==> config.mk <==
export PLATFORM = sky130hd
export DESIGN_NAME = stream_arb_4to1
export DESIGN_NICKNAME = d
export VERILOG_FILES = /design/src/rtl/stream_arb_4to1.sv
export SDC_FILE = /design/constraint.sdc
export NUM_CORES = 1
export LEC_CHECK = 0
export BUFFER_PORTS_ARGS = -buffer_cell sky130_fd_sc_hd__buf_2
export CAP_MARGIN = 20
export CORE_UTILIZATION = 47
export DETAILED_ROUTE_END_ITERATION = 10
export PLACE_DENSITY = 0.87
export SLEW_MARGIN = 30
export SYNTH_ARGS = -nofsm -noshare
export SYNTH_HDL_FRONTEND = slang
export SYNTH_SLANG_ARGS = --single-unit
==> constraint.sdc <==
create_clock -name clk -period 4.71 [get_ports clk]
set_input_delay 1.1775 -clock clk [delete_from_list [all_inputs] [get_ports clk]]
set_output_delay 1.1775 -clock clk [all_outputs]
set_load 0.01 [all_outputs]
==> src/rtl/stream_arb_4to1.sv <==
// ---------------------------------------------------------------------------
// stream_arb_4to1
//
// Purpose:
//   Four-input valid/ready stream arbiter with a single registered output
//   stage. Priority rotates round-robin starting after the most recent
//   winner. An optional burst mode lets the last winner keep the grant for up
//   to BURST_LEN consecutive words while it keeps requesting.
//
// Optional feature:
//   `define STREAM_ARB_BURST_EN  -> compile burst mode in (adds burst_cnt_q)
//
// Parameters:
//   PAYLOAD_BITS   payload width of every data port
//   BURST_LEN      max consecutive grants per port in burst mode (2..15)
//
// Ports:
//   clk             clock, rising edge
//   reset           asynchronous active-high reset
//   val_in[3:0]     per-requester valid
//   ready_upward    per-requester ready (at most one bit set)
//   din0..din3      requester payloads
//   val_out         downstream valid (registered)
//   ready_downward  downstream ready
//   dout            downstream payload (registered)
//   src_id          index of the requester that supplied dout (registered)
// ---------------------------------------------------------------------------
module stream_arb_4to1 #(
    parameter int PAYLOAD_BITS = 32,
    parameter int BURST_LEN    = 4
) (
    input  logic                    clk,
    input  logic                    reset,
    input  logic [3:0]              val_in,
    output logic [3:0]              ready_upward,
    input  logic [PAYLOAD_BITS-1:0] din0,
    input  logic [PAYLOAD_BITS-1:0] din1,
    input  logic [PAYLOAD_BITS-1:0] din2,
    input  logic [PAYLOAD_BITS-1:0] din3,
    output logic                    val_out,
    input  logic                    ready_downward,
    output logic [PAYLOAD_BITS-1:0] dout,
    output logic [1:0]              src_id
);

    localparam logic IDLE = 1'b0;
    localparam logic BUSY = 1'b1;

    logic                    state_q, state_d;
    logic [PAYLOAD_BITS-1:0] dout_q, dout_d;
    logic [1:0]              src_q, src_d;
    logic [1:0]              last_q, last_d;
    logic [1:0]              winner;
    logic [1:0]              scan_idx;
    logic                    stage_free;
    logic                    transfer;
    logic [PAYLOAD_BITS-1:0] din_arr [4];

    assign din_arr[0] = din0;
    assign din_arr[1] = din1;
    assign din_arr[2] = din2;
    assign din_arr[3] = din3;

    assign stage_free = (state_q == IDLE) | ready_downward;
    // Reset gates the grant so ready_upward is forced low while reset is high.
    assign transfer   = ~reset & stage_free & (|val_in);

`ifdef STREAM_ARB_BURST_EN
    localparam logic [3:0] BURST_MAX = 4'(BURST_LEN);
    logic [3:0] burst_cnt_q, burst_cnt_d;
    logic       burst_hold;

    // burst_cnt_q == 0 only right after reset, so the first grant always
    // comes from the ordinary scan (port 0 first).
    assign burst_hold = (burst_cnt_q != 4'd0) && (burst_cnt_q < BURST_MAX)
                        && val_in[last_q];
`endif

    // Scan from last+1 (highest) to last+4 == last (lowest). Iterating from
    // the lowest-priority offset down lets the highest-priority hit win.
    always_comb begin
        winner   = last_q;
        scan_idx = last_q;
        for (int k = 4; k >= 1; k--) begin
            scan_idx = last_q + 2'(k);
            if (val_in[scan_idx]) begin
                winner = scan_idx;
            end
        end
`ifdef STREAM_ARB_BURST_EN
        if (burst_hold) begin
            winner = last_q;
        end
`endif
    end

    genvar gi;
    generate
        for (gi = 0; gi < 4; gi++) begin : g_ready
            assign ready_upward[gi] = transfer & (winner == 2'(gi));
        end
    endgenerate

    always_comb begin
        state_d = state_q;
        dout_d  = dout_q;
        src_d   = src_q;
        last_d  = last_q;
        if (transfer) begin
            state_d = BUSY;
            dout_d  = din_arr[winner];
            src_d   = winner;
            last_d  = winner;
        end else if (stage_free) begin
            // Stage drained with nothing new to load: drop valid, keep data.
            state_d = IDLE;
        end
    end

`ifdef STREAM_ARB_BURST_EN
    // A repeat grant outside an active burst (e.g. the only requester
    // wrapping around after hitting the cap) starts a fresh burst.
    always_comb begin
        burst_cnt_d = burst_cnt_q;
        if (transfer) begin
            burst_cnt_d = burst_hold ? (burst_cnt_q + 4'd1) : 4'd1;
        end
    end

    always_ff @(posedge clk or posedge reset) begin
        if (reset) begin
            burst_cnt_q <= 4'd0;
        end else begin
            burst_cnt_q <= burst_cnt_d;
        end
    end
`endif

    always_ff @(posedge clk or posedge reset) begin
        if (reset) begin
            state_q <= IDLE;
            dout_q  <= '0;
            src_q   <= 2'd0;
            last_q  <= 2'd3;
        end else begin
            state_q <= state_d;
            dout_q  <= dout_d;
            src_q   <= src_d;
            last_q  <= last_d;
        end
    end

    assign val_out = state_q;
    assign dout    = dout_q;
    assign src_id  = src_q;

endmodule

# Word-level counts from Yosys, hierarchy flattened
# Index checks and enable logic that the tools add are counted.
# Widths: inputs -> output; s select.
[classes] n_addsub=3 magnitude_cmp=4 n_eq_ne=3 muxes=14 bitwise=10 reduce_logical=3
[ops] operator="$bmux 32 s2" n=1
[ops] operator="$mux 32" n=2
[ops] operator="$lt 2x3->1 const B" n=3
[ops] operator="$and 1x1->1" n=6
[ops] operator="$bmux 1 s2" n=3
[ops] operator="$mux 2" n=3
[ops] operator="$mux 1" n=5
[ops] operator="$add 2x2->2 const B" n=2
[ops] operator="$eq 2x2->1 const B" n=2
[ops] operator="$reduce_or 4->1" n=1
[ops] operator="$ge 3x3->1 const B" n=1
[ops] operator="$not 2->3" n=1
[ops] operator="$add 2x1->2 const B" n=1
[ops] operator="$eq 2x1->1 const B" n=1
[ops] operator="$logic_not 2->1" n=1
[ops] operator="$not 1->1" n=2
[ops] operator="$reduce_bool 2->1" n=1
[ops] operator="$or 1x1->1" n=1
[totals] ff_bits=37 inputBits=135 output_inout_bits=39 word_cells=41

# Logic depth before layout (Yosys ltp)
[depth] word_depth=10 depth_mapped=7 ltp_nobuf=5

# Worst setup path after synthesis
# Ideal clock, no wire load.
[synth_path] path_type="input to output" startpoint="input val_in[3]" endpoint="output ready_upward[2]" arrival_ns=2.172 t_required_ns=3.533 slack_ns=1.360 path_stages=6 n_path_buf=2 cell_sequence="nor2b_2 -> o21ai_2 -> and3_1 -> buf_6 -> buf_8 -> and3_1"
[synth_via] elab_chain_cells=7 elab_cells_between_ends=13 classes_between="1 x eq/ne; 9 x mux; 2 x bitwise; 1 x reduce/logical"
[synth_rtl] item="from (decl)" line="34" rtl="input logic [3:0] val_in,"
[synth_rtl] item="$bmux 1 s2" line="86" rtl="if (val_in[scan_idx]) begin"
[synth_rtl] item="$mux 1 (not written as such)" line="86"
[synth_rtl] item="$mux 2 (3 in series)" line="86"
[synth_rtl] item="$eq 2x2->1" line="100" rtl="assign ready_upward[gi] = transfer & (winner == 2'(gi));"
[synth_rtl] item="$and 1x1->1 *" line="100"
[synth_rtl] item="to (decl)" line="35" rtl="output logic [3:0] ready_upward,"
# Mark *: on every way between the ends. The rest lies on a longest branch, timed or not. The select of a mux whose other input is x is not followed.

# Worst setup path in the final report
[layout_path] startpoint="input val_in[2]" endpoint="output ready_upward[3]"
# Same word-level chain as after synthesis.

==> impl_metrics.ini <==
[placement]
dp_hpwl_um = 6091
preCtsSetupSlack_ns = 0.7223
port_buffers = 173
gp_congestion = 0.8284

[floorplan]
initial_utilization_pct = 49.72
num_rows = 27
die_area_um2 = 6281
coreArea_um2 = 5642
die_w_um = 79.26
ios = 174
die_h_um = 79.26

[detailed_routing]
wl_per_cell_um = 17.05
ant_nets = 0
drt_iter0_drc = 95
wl_um = 8336
drcViolationCount = 0
first_pass_iters = 4
routed-via-count = 2702
avgViaCountPerCell = 5.526

[clocking]
ctsResizeCount = 0
cts_buffers = 5
cts_setup_buffers = 0
clk_latency_ns = 0.28
htreeDepth = 2
cts_tree = built
clockBufferDepth = 2
cts_hold_buf = 0
cts.sinks = 37
clkTransAtPathRegs_ns = 0.08
cts_root_buf = clkbuf_8

[critical_path]
cp-end-kind = output port
cp_data_required_time_ns = 3.53
startpoint_type = primary input
critPathMaxFanout = 17
worst_r2r_path_depth = 6
crit_type = in2out
critPathArrivalTime_ns = 2.82
r2r_slack_ns = 2.26

[cells_and_area]
final_common_cell = buf_2
multiInputGateArea_um2 = 1723
layout_common_cells = buf_2 (173), nor2_1 (38), dfrtp_1 (35)
n_fill_cell = 447
final_nets = 551
antenna_cells = 0
drive_above_1_share_pct = 62.35
area_growth_pct = 35.37
seq_area_um2 = 928.4

[global_route]
met1_usage_pct = 30.32
grt_pass1_wl_um = 13120
antenna_found_initial = 0
gr-max-usage-layer = met2
grt_pass1_vias = 2748
grtUsageMet2_pct = 49.48
grt_start_max_net_pins = 38
grt_use_total_pct = 27.07
gr-total-overflow = 0
use_met3_pct = 5.862

[flow_run]
drv_cap = 0

[timing]
hold_viol = 0
clock.fmax_ghz = 0.2505
max_slew.worst_pin.slew_ns = 0.9522
min_period_over_period_pct = 84.77
final-setup-viol-count = 0
rsz0062_at_grt = false
fin_crit_ns = 3.993
timing.hold.ws_ns = 0.4983
skew_ns = 0.009768
slew_headroom_pct = 36.52
fin_setup_tns_ns = 0
setup_ws_ns = 0.7174
drv_slew = 0

[synth]
synth_top_area_cell = dfrtp_1
ys_warn_count = 0
avgSynthCellArea_um2 = 11.04
netlist_area_um2 = 2805
yosysUniqueCellTypes = 31
synth_top_area_share_pct = 31.22
ys_ff_latch = 37
syn-instance-count = 254
seq_area_frac_synth_pct = 33.10
synthTopCellsByArea = dfrtp_1 (31%), a221oi_2 (16%), a211oi_2 (13%), mux2i_1 (11%), and2_1 (7.6%)
syn-num-nets = 389

[pwr]
ir_worst_vdd_v = 0.0002258
total_leakage_power_nw = 1.811
p_per_area_nw_per_um2 = 455.0

[worst_hold_path]
hold_path_class = reg2reg
hold_depth = 1

[run_status]
status = finished clean
[flip-flops by register name, summed over array words and instances (netlist names)]
signal	cells
dout	32
src_id	2
val_out	1
last_q	2
[final cells by class]
type                       count  area share (%)
multi-input combinational    191           45.37
sequential                    37           24.45
timing repair buffer         180           24.18
tap                           72           2.372
clock buffer                   5           1.812
clock inverter                 3           1.713
inverter                       1         0.09885
[synthesized netlist by cell type]
cell and number:
a211oi_1 2, nand2_1 1, o21ai_2 2, buf_2 12, nand3_2 1, clkbuf_1 8
buf_8 1, and3_1 3, a221oi_2 30, nor2b_2 1, clkbuf_2 1, nand2b_1 2
a221oi_1 2, buf_6 1, buf_12 2, nor2b_1 2, o21ai_1 2, o21a_1 2
dfstp_2 2, nor3_2 1, a21oi_1 2, nor4_2 1, nor2_1 38, o21bai_1 1
o211ai_4 1, dfrtp_1 35, and2_1 34, a211oi_2 30, mux2i_1 32, a21o_1 1
inv_1 1
[critical path: stages]
cell and delay, ns:
buf_2 0.13, nor2_1 0.06, nand2_1 0.36, nand3_2 0.56
and3_1 0.39, buf_2 0.13
[stage by stage]
stage / instances / power, W / utilization [%] / area (um2)
finish: 489 / 0.001728 / 67.31 / 3797
global placement: 481 / 0.001370 / 64.91 / 3662
CTS: 489 / 0.001736 / 67.29 / 3796
detailed placement: 481 / 0.001406 / 64.91 / 3662
floorplan: 254 / 0.001144 / - / 2805
global route: 489 / 0.001828 / 67.31 / 3797
[final timing paths]
check / from / to
max reg2reg: last_q[0] / dout[26]
max: val_in[2] / ready_upward[3]
max in group asynchronous: reset / last_q[0]
min: src_id[1] / src_id[1]
min reg2reg: src_id[1] / src_id[1]
min in group asynchronous: reset / val_out
[where the power goes]
| part | switching, W | internal [W] | leakage, nW | total (W) |
|---|---|---|---|---|
| Sequential | 0.0000776 | 0.000452 | 0.407 | 0.000530 |
| Combinational | 0.000509 | 0.000361 | 1.34 | 0.000870 |
| Clock | 0.000117 | 0.000211 | 0.0681 | 0.000328 |
[kinds of logic (layout without fill, tap and decap cells)]
logic type / after synthesis / in the layout / share of synthesized area (%)
flip-flops: 37 / 37 / 33.10
AND/OR/NAND/NOR: 84 / 84 / 15.83
AO/OA/AOI/OAI: 75 / 75 / 33.76
multiplexers: 32 / 32 / 11.42
buffers and inverters: 26 / 189 / 5.887
[layer usage]
layer	vias to the layer above	share of wire [%]
met3	22	5.9
met2	117	52
met4	0	2.6
met1	1283	40
li1	1280	-
met5	-	0
Power figures use the tool's default switching activity.
